File: src/rtl/ps2_pkg.sv
// Shared scancode, ASCII and prefix-state definitions for the PS/2 keycode path.
package ps2_pkg;

  // Set-2 prefix and modifier scancodes
  localparam logic [7:0] SC_BREAK  = 8'hF0;
  localparam logic [7:0] SC_EXT    = 8'hE0;
  localparam logic [7:0] SC_LSHIFT = 8'h12;
  localparam logic [7:0] SC_RSHIFT = 8'h59;
  localparam logic [7:0] SC_CAPS   = 8'h58;
  localparam logic [7:0] SC_ENTER  = 8'h5A;
  localparam logic [7:0] SC_BKSP   = 8'h66;

  // ASCII control characters
  localparam logic [7:0] ASCII_CR  = 8'h0D;
  localparam logic [7:0] ASCII_BS  = 8'h08;
  localparam logic [7:0] ASCII_TAB = 8'h09;
  localparam logic [7:0] ASCII_ESC = 8'h1B;

  // Prefix tracking: plain, after F0, after E0, after E0 F0
  typedef enum logic [1:0] {
    ST_IDLE    = 2'd0,
    ST_BRK     = 2'd1,
    ST_EXT     = 2'd2,
    ST_EXT_BRK = 2'd3
  } prefix_state_t;

endpackage

File: src/rtl/ps2_set2_to_ascii.sv
// Combinational Set-2 make-code to ASCII translator (non-extended codes only).
module ps2_set2_to_ascii
  import ps2_pkg::*;
(
  input  logic [7:0] code,
  input  logic       shift,
  input  logic       caps,
  output logic [7:0] ascii,
  output logic       hit
);

  // Letters take upper case when exactly one of shift/caps is active
  function automatic logic [7:0] letter(input logic [7:0] lower, input logic up);
    return up ? (lower & 8'hDF) : lower;
  endfunction

  // Digits and punctuation follow shift alone
  function automatic logic [7:0] pick(input logic [7:0] lo, input logic [7:0] hi,
                                      input logic sh);
    return sh ? hi : lo;
  endfunction

  logic up;
  assign up = shift ^ caps;

  // Table lookup; unmapped codes leave hit low
  always_comb begin
    ascii = 8'h00;
    hit   = 1'b1;
    case (code)
      8'h1C: ascii = letter(8'h61, up);  // a
      8'h32: ascii = letter(8'h62, up);  // b
      8'h21: ascii = letter(8'h63, up);  // c
      8'h23: ascii = letter(8'h64, up);  // d
      8'h24: ascii = letter(8'h65, up);  // e
      8'h2B: ascii = letter(8'h66, up);  // f
      8'h34: ascii = letter(8'h67, up);  // g
      8'h33: ascii = letter(8'h68, up);  // h
      8'h43: ascii = letter(8'h69, up);  // i
      8'h3B: ascii = letter(8'h6A, up);  // j
      8'h42: ascii = letter(8'h6B, up);  // k
      8'h4B: ascii = letter(8'h6C, up);  // l
      8'h3A: ascii = letter(8'h6D, up);  // m
      8'h31: ascii = letter(8'h6E, up);  // n
      8'h44: ascii = letter(8'h6F, up);  // o
      8'h4D: ascii = letter(8'h70, up);  // p
      8'h15: ascii = letter(8'h71, up);  // q
      8'h2D: ascii = letter(8'h72, up);  // r
      8'h1B: ascii = letter(8'h73, up);  // s
      8'h2C: ascii = letter(8'h74, up);  // t
      8'h3C: ascii = letter(8'h75, up);  // u
      8'h2A: ascii = letter(8'h76, up);  // v
      8'h1D: ascii = letter(8'h77, up);  // w
      8'h22: ascii = letter(8'h78, up);  // x
      8'h35: ascii = letter(8'h79, up);  // y
      8'h1A: ascii = letter(8'h7A, up);  // z
      8'h16: ascii = pick(8'h31, 8'h21, shift);  // 1 !
      8'h1E: ascii = pick(8'h32, 8'h40, shift);  // 2 @
      8'h26: ascii = pick(8'h33, 8'h23, shift);  // 3 #
      8'h25: ascii = pick(8'h34, 8'h24, shift);  // 4 $
      8'h2E: ascii = pick(8'h35, 8'h25, shift);  // 5 %
      8'h36: ascii = pick(8'h36, 8'h5E, shift);  // 6 ^
      8'h3D: ascii = pick(8'h37, 8'h26, shift);  // 7 &
      8'h3E: ascii = pick(8'h38, 8'h2A, shift);  // 8 *
      8'h46: ascii = pick(8'h39, 8'h28, shift);  // 9 (
      8'h45: ascii = pick(8'h30, 8'h29, shift);  // 0 )
      8'h0E: ascii = pick(8'h60, 8'h7E, shift);  // ` ~
      8'h4E: ascii = pick(8'h2D, 8'h5F, shift);  // - _
      8'h55: ascii = pick(8'h3D, 8'h2B, shift);  // = +
      8'h54: ascii = pick(8'h5B, 8'h7B, shift);  // [ {
      8'h5B: ascii = pick(8'h5D, 8'h7D, shift);  // ] }
      8'h5D: ascii = pick(8'h5C, 8'h7C, shift);  // \ |
      8'h4C: ascii = pick(8'h3B, 8'h3A, shift);  // ; :
      8'h52: ascii = pick(8'h27, 8'h22, shift);  // ' "
      8'h41: ascii = pick(8'h2C, 8'h3C, shift);  // , <
      8'h49: ascii = pick(8'h2E, 8'h3E, shift);  // . >
      8'h4A: ascii = pick(8'h2F, 8'h3F, shift);  // / ?
      8'h29: ascii = 8'h20;
      SC_ENTER: ascii = ASCII_CR;
      SC_BKSP:  ascii = ASCII_BS;
      8'h0D: ascii = ASCII_TAB;
      8'h76: ascii = ASCII_ESC;
      default: hit = 1'b0;
    endcase
  end

endmodule

File: src/rtl/ps2_keycode_fifo.sv
// Set-2 scancode decoder with modifier tracking feeding a first-word-fall-through ASCII FIFO.
module ps2_keycode_fifo
  import ps2_pkg::*;
#(
  parameter  int DEPTH = 16,
  localparam int AW    = $clog2(DEPTH)
) (
  input  logic          clk_cpu,
  input  logic          rst_n,
  input  logic [7:0]    scancode,
  input  logic          is_valid,
  input  logic          rd_en,
  output logic [7:0]    rd_data,
  output logic          empty,
  output logic          full,
  output logic [AW:0]   count,
  output logic          overflow,
  input  logic          ovf_clr,
  output logic          shift_active,
  output logic          caps_lock
);

  localparam logic [AW:0] FULL_CNT = (AW+1)'(DEPTH);

  prefix_state_t state_q, state_d;
  logic lshift_q, lshift_d, rshift_q, rshift_d;
  logic caps_q, caps_d, caps_held_q, caps_held_d;
  logic [AW-1:0] wr_ptr_q, wr_ptr_d, rd_ptr_q, rd_ptr_d;
  logic [AW:0]   count_q, count_d;
  logic          ovf_q, ovf_d;
  logic [7:0]    mem_q [DEPTH];

  logic       make_ev, ext_ev, brk_ev;
  logic [7:0] xl_ascii;
  logic       xl_hit;
  logic       push, do_push, do_pop;
  logic [7:0] push_data;

  ps2_set2_to_ascii u_xlate (
    .code  (scancode),
    .shift (lshift_q | rshift_q),
    .caps  (caps_q),
    .ascii (xl_ascii),
    .hit   (xl_hit)
  );

  // Classify the current byte against the prefix state
  always_comb begin
    make_ev = is_valid && (state_q == ST_IDLE) && (scancode != SC_BREAK) && (scancode != SC_EXT);
    ext_ev  = is_valid && (state_q == ST_EXT) && (scancode != SC_BREAK);
    brk_ev  = is_valid && (state_q == ST_BRK);
    push      = 1'b0;
    push_data = 8'h00;
    if (make_ev && xl_hit) begin
      push      = 1'b1;
      push_data = xl_ascii;
    end else if (ext_ev && scancode == SC_ENTER) begin
      push      = 1'b1;
      push_data = ASCII_CR;
    end
  end

  // Prefix FSM next state
  always_comb begin
    state_d = state_q;
    if (is_valid) begin
      case (state_q)
        ST_IDLE: begin
          if (scancode == SC_BREAK)    state_d = ST_BRK;
          else if (scancode == SC_EXT) state_d = ST_EXT;
        end
        ST_EXT:  state_d = (scancode == SC_BREAK) ? ST_EXT_BRK : ST_IDLE;
        default: state_d = ST_IDLE;
      endcase
    end
  end

  // Shift and Caps Lock tracking; caps_held suppresses typematic re-toggles
  always_comb begin
    lshift_d    = lshift_q;
    rshift_d    = rshift_q;
    caps_d      = caps_q;
    caps_held_d = caps_held_q;
    if (make_ev) begin
      if (scancode == SC_LSHIFT) lshift_d = 1'b1;
      if (scancode == SC_RSHIFT) rshift_d = 1'b1;
      if (scancode == SC_CAPS) begin
        if (!caps_held_q) caps_d = ~caps_q;
        caps_held_d = 1'b1;
      end
    end
    if (brk_ev) begin
      if (scancode == SC_LSHIFT) lshift_d = 1'b0;
      if (scancode == SC_RSHIFT) rshift_d = 1'b0;
      if (scancode == SC_CAPS)   caps_held_d = 1'b0;
    end
  end

  // FIFO pointer, count and sticky overflow update
  always_comb begin
    do_pop   = rd_en && (count_q != '0);
    do_push  = push && ((count_q != FULL_CNT) || do_pop);
    wr_ptr_d = do_push ? wr_ptr_q + AW'(1) : wr_ptr_q;
    rd_ptr_d = do_pop  ? rd_ptr_q + AW'(1) : rd_ptr_q;
    count_d  = count_q;
    if (do_push && !do_pop)      count_d = count_q + 1'b1;
    else if (!do_push && do_pop) count_d = count_q - 1'b1;
    ovf_d = ovf_q;
    if (push && !do_push) ovf_d = 1'b1;
    else if (ovf_clr)     ovf_d = 1'b0;
  end

  // Control state registers
  always_ff @(posedge clk_cpu or negedge rst_n) begin
    if (!rst_n) begin
      state_q     <= ST_IDLE;
      lshift_q    <= 1'b0;
      rshift_q    <= 1'b0;
      caps_q      <= 1'b0;
      caps_held_q <= 1'b0;
      wr_ptr_q    <= '0;
      rd_ptr_q    <= '0;
      count_q     <= '0;
      ovf_q       <= 1'b0;
    end else begin
      state_q     <= state_d;
      lshift_q    <= lshift_d;
      rshift_q    <= rshift_d;
      caps_q      <= caps_d;
      caps_held_q <= caps_held_d;
      wr_ptr_q    <= wr_ptr_d;
      rd_ptr_q    <= rd_ptr_d;
      count_q     <= count_d;
      ovf_q       <= ovf_d;
    end
  end

  // FIFO storage; contents are only observable through valid pointers
  always_ff @(posedge clk_cpu) begin
    if (do_push) mem_q[wr_ptr_q] <= push_data;
  end

  assign empty        = (count_q == '0);
  assign full         = (count_q == FULL_CNT);
  assign count        = count_q;
  assign overflow     = ovf_q;
  assign rd_data      = empty ? 8'h00 : mem_q[rd_ptr_q];
  assign shift_active = lshift_q | rshift_q;
  assign caps_lock    = caps_q;

endmodule

File: config.mk
export PLATFORM = sky130hd
export DESIGN_NAME = ps2_keycode_fifo
export DESIGN_NICKNAME = d
export VERILOG_FILES = /design/src/rtl/ps2_pkg.sv /design/src/rtl/ps2_set2_to_ascii.sv /design/src/rtl/ps2_keycode_fifo.sv
export SDC_FILE = /design/constraint.sdc
export NUM_CORES = 1
export LEC_CHECK = 0
export BUFFER_PORTS_ARGS = -buffer_cell sky130_fd_sc_hd__clkbuf_2
export CORE_AREA = 2 2 197 122
export CTS_CLUSTER_DIAMETER = 80
export DETAILED_ROUTE_END_ITERATION = 10
export DIE_AREA = 0 0 199 124
export SLEW_MARGIN = 10
export SYNTH_ARGS = -nofsm -noshare
export SYNTH_HDL_FRONTEND = slang
export SYNTH_SLANG_ARGS = --single-unit
export TNS_END_PERCENT = 50
File: constraint.sdc
create_clock -name clk_cpu -period 5 [get_ports clk_cpu]
set_input_delay 0 -clock clk_cpu [delete_from_list [all_inputs] [get_ports clk_cpu]]
set_output_delay 0 -clock clk_cpu [all_outputs]
set_load 0.02 [all_outputs]
# --- Yosys cells after proc, flatten, opt, wreduce, memory -nomap -nowiden ---
# Memories as Yosys holds them, arrays and structs flattened.
# Cells that the tools add are included.
classes:
  addsub: 4
  n_eq_ne: 64
  n_mux: 76
  bitwise: 4
  reduce_logical: 24
ops:
  columns: ["cell", "n"]
  rows:
  - ["case mux 8 bit (52 select lines)", 1]
  - ["== test 8 x 6 -> 1 bit, second input constant", 23]
  - ["== test 8 x 7 -> 1 bit, second input constant", 22]
  - ["two-way mux 6 bit", 29]
  - ["two-way mux 5 bit", 15]
  - ["== test 8 x 5 -> 1 bit, second input constant", 8]
  - ["OR reduction 52 bit", 1]
  - ["two-way mux 7 bit", 3]
  - ["two-way mux 1 bit", 20]
  - ["== test 8 x 4 -> 1 bit, second input constant", 2]
  - ["== test 8 bit, second input constant", 2]
  - ["two-way mux 8 bit", 2]
  - ["!= test 8 bit, second input constant", 2]
  - ["logical AND 1 bit", 13]
  - ["adder 4 x 1 -> 4 bit, second input constant", 2]
  - ["two-way mux 2 bit", 3]
  - ["adder 5 x 1 -> 5 bit, second input constant", 1]
  - ["== test 5 bit, second input constant", 1]
  - ["logical NOT 5 bit", 1]
  - ["!= test 5 bit, second input constant", 1]
  - ["nonzero test 5 bit", 1]
  - ["subtractor 5 x 1 -> 5 bit, second input constant", 1]
  - ["two-way mux 4 bit", 1]
  - ["case mux 2 bit (2 select lines)", 1]
  - ["13 further kinds", 16]
word_totals:
  register_bits: 20
  ram_bits: 128
  elab_cells: 182
  mem_count: 1
mem_list:
  columns: ["name", "depth", "width", "rd", "rd_ports_with_merged_regs", "wr", "line_no", "text"]
  rows:
  - ["mem_q", 16, 8, 1, 0, 1, "ps2_keycode_fifo.sv:31", "logic [7:0] mem_q [DEPTH];"]

# --- Longest topological paths before layout ---
logic_depth:
  depth_word: 11
  ltp_mapped: 17

# --- Hierarchy ---
# Synthesis repeated with hierarchy kept, for this count alone.
unflattened:
  hier_cells: 550
  hier_area_um2: 7435.9
by_module_without_submodules:
  columns: ["module", "n_inst", "cells_each", "area_each_um2", "seq_area_each_um2"]
  rows:
  - ["ps2_keycode_fifo", 1, 340, 6167.2, 4344.2]
  - ["ps2_set2_to_ascii", 1, 210, 1268.7, 0.0]

# --- Least setup slack after synthesis ---
# OpenSTA, ideal clock, no wires.
synth_timing:
  path_kind: "input -> register"
  start: "in scancode[3]"
  end: "reg count_q[4] (netlist: count[4])"
  t_arrival_ns: 3.072
  required_ns: 4.868
  setup_slack_ns: 1.796
  path_stages: 16
  path_cell_list: "buf_2 -> nor4b_2 -> a21oi_1 -> o32ai_1 -> a2111oi_1 -> and4_4 -> nor3_4 -> buf_6 -> ha_1 -> inv_1 -> fa_1 -> a21o_1 -> a21oi_1 -> xnor2_1 -> nor2_1 -> xor2_1"
synth_via:
  elab_chain_cells: 9
  word_cells_on_any_way: 69
  classes_between: "eq/ne (54); mux (4); reduce/logical (11)"
synth_rtl:
  columns: ["item", "line_no", "text"]
  rows:
  - ["from (decl)", "ps2_keycode_fifo.sv:10", "input logic [7:0] scancode,"]
  - ["== test 8 x 7 -> 1 bit (tied with other cells)", "ps2_set2_to_ascii.sv:30, ps2_keycode_fifo.sv:57", null]
  - ["OR reduction 52 bit (no line) (tied with other cells)", null, null]
  - ["two-way mux 1 bit (tied with other cells)", "ps2_set2_to_ascii.sv:30", "case (code)"]
  - ["logical AND 1 bit / two-way mux 1 bit (equally long branches)", "ps2_keycode_fifo.sv:54, ps2_keycode_fifo.sv:57", null]
  - ["two-way mux 1 bit (*)", "ps2_keycode_fifo.sv:54", "if (make_ev && xl_hit) begin"]
  - ["logical AND 1 bit (*)", "ps2_keycode_fifo.sv:102", "do_push = push && ((count_q != FULL_CNT) || do_pop);"]
  - ["net do_push", "ps2_keycode_fifo.sv:36", "logic push, do_push, do_pop;"]
  - ["logical NOT 1 bit", "ps2_keycode_fifo.sv:107", "else if (!do_push && do_pop) count_d = count_q - 1'b1;"]
  - ["logical AND 1 bit", "ps2_keycode_fifo.sv:107", null]
  - ["nonzero test 2 bit (no line)", null, null]
  - ["to (signal assigned)", "ps2_keycode_fifo.sv:133", "count_q <= count_d;"]
  - ["to (decl)", "ps2_keycode_fifo.sv:29", "logic [AW:0] count_q, count_d;"]
# The timed path passes the listed nets; every way through them passes the cells marked *.
# A chain may end at the register's enable or synchronous reset.

# --- Worst setup path in the final report ---
layout_timing:
  start: "in scancode[4]"
  end: "reg count_q[4] (netlist: count[4])"
layout_via:
  elab_chain_cells: 9
  word_cells_on_any_way: 69
  classes_between: "eq/ne (54); mux (4); reduce/logical (11)"
layout_rtl:
  columns: ["item", "line_no"]
  rows:
  - ["== test 8 x 7 -> 1 bit (tied with other cells)", "ps2_set2_to_ascii.sv:30, ps2_keycode_fifo.sv:57"]
  - ["OR reduction 52 bit (no line) (tied with other cells)", null]
  - ["two-way mux 1 bit (tied with other cells)", "ps2_set2_to_ascii.sv:30"]
  - ["logical AND 1 bit / two-way mux 1 bit (equally long branches)", "ps2_keycode_fifo.sv:54, ps2_keycode_fifo.sv:57"]
  - ["two-way mux 1 bit (*)", "ps2_keycode_fifo.sv:54"]
  - ["logical AND 1 bit (*)", "ps2_keycode_fifo.sv:102"]
  - ["logical NOT 1 bit", "ps2_keycode_fifo.sv:107"]
  - ["logical AND 1 bit", "ps2_keycode_fifo.sv:107"]
  - ["nonzero test 2 bit (no line)", null]
# Every way passes the cells marked *; elsewhere a longest branch is shown, timed or not.

==> out/results.txt <==
The slowest stage of the critical path is the sky130_fd_sc_hd__a2111oi_0 cell. The run gives 536 as the layout net count. The worst setup path is captured at a register.

The commonest non-fill, non-tap cell in the layout is sky130_fd_sc_hd__edfxtp_1. After detailed routing, the number of vias per cell comes to 5.284. The total grt overflow was 0; the compound-gate portion of the synthesized area was 0.09269. The run gives 510 as the post-synthesis net count. The average footprint of a synthesized cell is 13.89 sq um, and the total instance count after detailed placement is 805. Timing would allow up to 0.2654 GHz.

For the required arrival time at the worst endpoint, the log shows 5.29 ns. In this run, post-CTS hold repair placed 4 buffers. The clock arrives with 0.009829 ns of skew.

Total routing usage reported by global routing: 0.1493. The worst hold path belongs to the class in -> async. The worst setup path is of the in -> reg kind. After synthesis, the largest family of logic cells by area is simple AND/OR/NAND/NOR gates. From synthesis to final layout, the design area changed by 16.34%.

Counting both buffers and inverters, the worst setup path holds a total of 2. The logs give 2.655 mW for the internal portion of total power and 0 for the total of warnings raised by yosys. The number of max-slew violations in the final report came out at 0.

The CTS buffer count was 17; the proportion of power drawn by combinational gates was 0.272. The top cell types in the final layout, fill and taps aside, are sky130_fd_sc_hd__edfxtp_1 (112), sky130_fd_sc_hd__mux4_2 (35), sky130_fd_sc_hd__clkbuf_2 (29), sky130_fd_sc_hd__nor2_1 (27), sky130_fd_sc_hd__nand2_1 (21). In this run the number of H-tree levels came out at 4. The tools report the clock root buffer as sky130_fd_sc_hd__clkbuf_16. The run gives 4321 as the via count of the first global-routing pass. At the worst endpoint, the arrival time is 4.06 ns. Setup fix buffers added after clock tree synthesis: 0.

The detailed placement HPWL was 12320 um. Power density over cell area: 486.4 nW/um^2. The signal on the critical path passes through clkbuf_2 > nor4b_2 > mux2i_1 > a2111oi_0 > a211oi_1 > and4_4 > nor3_4 > ha_1 > inv_1 > fa_1 > a21o_1 > a21oi_1 > xnor2_1 > nor2_1 > xor2_1. The share of total power in the clock network was 0.352. The maximum number of pins on one net before global-route repair was 32. The number of placement rows is 43, and the post-place setup slack is 0.8539 ns. The proportion of register bits with asynchronous set or reset after synthesis works out to 0.1515.

The run gives 498 as the violation count after the first detailed-routing iteration. Parity-gate share of the synthesized area counting xor and xnor cells: 0.02072. For the part of the power in registers, the log shows 0.375. The die covers 24680 sq um.

The tools report the cell area after technology mapping as 6763 sq um. STA classifies the critical path startpoint as a primary input. The portion of the clock cycle consumed by the worst path in the final layout was 0.7537; the area share of fa/ha/maj cells after synthesis was 0.01961.

The tools report the number of antenna violations at the first check in global routing as 0. The transition time of the tightest slew-check pin came out at 1.075 ns. The largest fanout on the critical path is 23. Fill cells in the final layout number 2199. The clock transition at the registers of the reported paths is 0.06 ns, and the worst-case vdd ir drop is 0.2325 mV. TritonCTS built the clock tree. The number of flops mapped to enable cells by yosys is 112. The floorplan step set the die height to 124 um. The flow ran to the end, and the final reports show no timing, DRC or antenna violations. Once the clock tree was built, the resizer swapped 0 gates to a different size. The max capacitance violation total was 0; the minimum setup slack in the final design was 1.231 ns. The first TritonRoute pass finished after 5 iterations. The first global-routing pass estimated 26760 um of wire. The predominant post-synthesis flop cell is sky130_fd_sc_hd__edfxtp_1. Portion of the post-synthesis area used by sequential elements: 0.5713. The area share of and/or/nand/nor cells after synthesis works out to 0.1425. Synthesis inferred 132 register bits. The switching power total is 1.172 mW. The net switching share of the total power works out to 0.3062. The effective utilization at floorplan is 0.2972. The clock period could shrink to 3.769 ns. The later pin in the worst-skew pair is clocked with a latency of 0.41 ns.

The number of different library cells used by synthesis comes to 69. The setup TNS after final layout was 0 ns; the biggest cell delay along the critical path was 0.56 ns. The number of hold-slack violations in the final timing report is 0, and the number of input and output port buffers inserted is 29. After floorplanning, the core was sized to cover 22760 sq um.

Pin placement for this block handled 31 I/O pins. The tools report the remaining design rule violation count as 0. The static power due to leakage is 2.797 nW.

The finished layout holds 841 standard cells, fillers aside. The worst hold margin came out at 0.1108 ns. Summing over every cut layer, the via total after detailed routing is 4444.

Setup repair after global routing left no endpoint under its margin. The worst max-slew margin expressed relative to the limit was 0.2832; the clock sink total was 132. Setup violations remaining at the end of the flow were counted as 0. For the weighted congestion at the end of routability-driven global placement, the log shows 0.9592. The overall routed net length was 17760 um; the multiplexer share of the synthesized area was 0.1214. From left edge to right edge, the die measures 199 um. Counting every instance in the synthesized netlist gives 487.

After routing the design area is 7868 sq um. In the final routed layout, each cell accounts on average for 21.12 um. The remaining antenna violation count after routing was 0. The repair_antennas step left the layout with diodes totalling 0. The ratio of cells with drive above 1 in the final layout works out to 0.2167.

In this design, the largest share of critical-path delay is due to simple AND/OR/NAND/NOR gates. Summing all placed instances gives a cell area of 7189 sq um. No sink is reached through more buffers than the 2 on the longest clock path.
[cell usage after synthesis (10+ instances only)]
cell type | n | share of area
sky130_fd_sc_hd__nand2_1 | 21 | 0.012
sky130_fd_sc_hd__and3_1 | 15 | 0.014
sky130_fd_sc_hd__clkbuf_1 | 11 | 0.0061
sky130_fd_sc_hd__inv_1 | 12 | 0.0067
sky130_fd_sc_hd__o21ai_0 | 15 | 0.011
sky130_fd_sc_hd__a21oi_1 | 20 | 0.015
sky130_fd_sc_hd__nor2_1 | 27 | 0.015
sky130_fd_sc_hd__edfxtp_1 | 112 | 0.50
sky130_fd_sc_hd__nor2b_1 | 17 | 0.016
sky130_fd_sc_hd__nand3_1 | 11 | 0.0081
sky130_fd_sc_hd__buf_2 | 10 | 0.0074
sky130_fd_sc_hd__mux4_2 | 35 | 0.12
sky130_fd_sc_hd__dfrtp_1 | 20 | 0.074
[final cells by class]
cell class	instances	area (sq um)	share of cell area
Sequential cell	132	3865	0.4913
Clock buffer	19	432.9	0.05503
Timing Repair Buffer	40	237.7	0.03022
Inverter	12	45.04	0.005725
Tap cell	315	394.1	0.05010
Clock inverter	13	205.2	0.02608
Multi-Input combinational cell	310	2688	0.3416
[cell families (layout without fill, tap and decap cells)]
logic type,Yosys count,in the layout
fa+ha+maj,10,10
flops,132,132
xor+xnor,16,16
other cells,1,1
mux,38,38
simple gates,153,153
compound gates,92,92
buf+inv,45,84
[power by group through the flow]
stage / logic, mW / registers, mW / clock network (mW)
2_1_floorplan: 0.811 / 1.36 / 0
3_3_place_gp: 1.02 / 1.46 / 0
3_5_place_dp: 1.04 / 1.46 / 0
4_1_cts: 1.05 / 1.44 / 1.37
5_1_grt: 1.12 / 1.47 / 1.41
6_report: 1.04 / 1.44 / 1.35
[metrics by stage]
stage	util	power [mW]
2_1_floorplan	-	2.174
3_3_place_gp	0.3159	2.482
3_5_place_dp	0.3159	2.505
4_1_cts	0.3457	3.859
5_1_grt	0.3457	3.994
6_report	0.3457	3.827
[state kept, by name, summed over array words and instances (netlist names), 2 cells and up]
name      cells
count         5
rd_ptr_q      4
mem_q       112
state_q       2
wr_ptr_q      4
[path summary, 6_finish.rpt]
| kind | from | slack [ns] | end | depth (start not counted) |
|---|---|---|---|---|
| min in group clk_cpu | scancode[4] | 0.22 | state_q[1] | 2 |
| max reg2reg | count[0] | 1.57 | count[4] | 12 |
| max in group asynchronous | rst_n | 4.51 | rd_ptr_q[0] | 2 |
| max | scancode[4] | 1.23 | count[4] | 15 |
| min reg2reg | rshift_q | 0.49 | rshift_q | 2 |
| min | rst_n | 0.11 | lshift_q | 2 |
[worst register-to-register path, stage by stage, from the launching register on]
cell	delay [ns]
sky130_fd_sc_hd__dfrtp_1	0.45
sky130_fd_sc_hd__nor4_1	0.40
sky130_fd_sc_hd__nor2b_1	0.68
sky130_fd_sc_hd__nor2b_1	0.19
sky130_fd_sc_hd__inv_1	0.17
sky130_fd_sc_hd__ha_1	0.20
sky130_fd_sc_hd__inv_1	0.10
sky130_fd_sc_hd__fa_1	0.41
sky130_fd_sc_hd__a21o_1	0.19
sky130_fd_sc_hd__a21oi_1	0.18
sky130_fd_sc_hd__xnor2_1	0.14
sky130_fd_sc_hd__nor2_1	0.07
sky130_fd_sc_hd__xor2_1	0.14
[routing by layer]
layer	vias to the layer above	wire, um	track usage
li1	1979	-	-
met1	2287	8603	0.2234
met2	170	7443	0.2063
met3	8	1655	0.05037
met4	0	58	0.03265
met5	-	0	0
No activity file was read; power rests on OpenSTA's default activity.
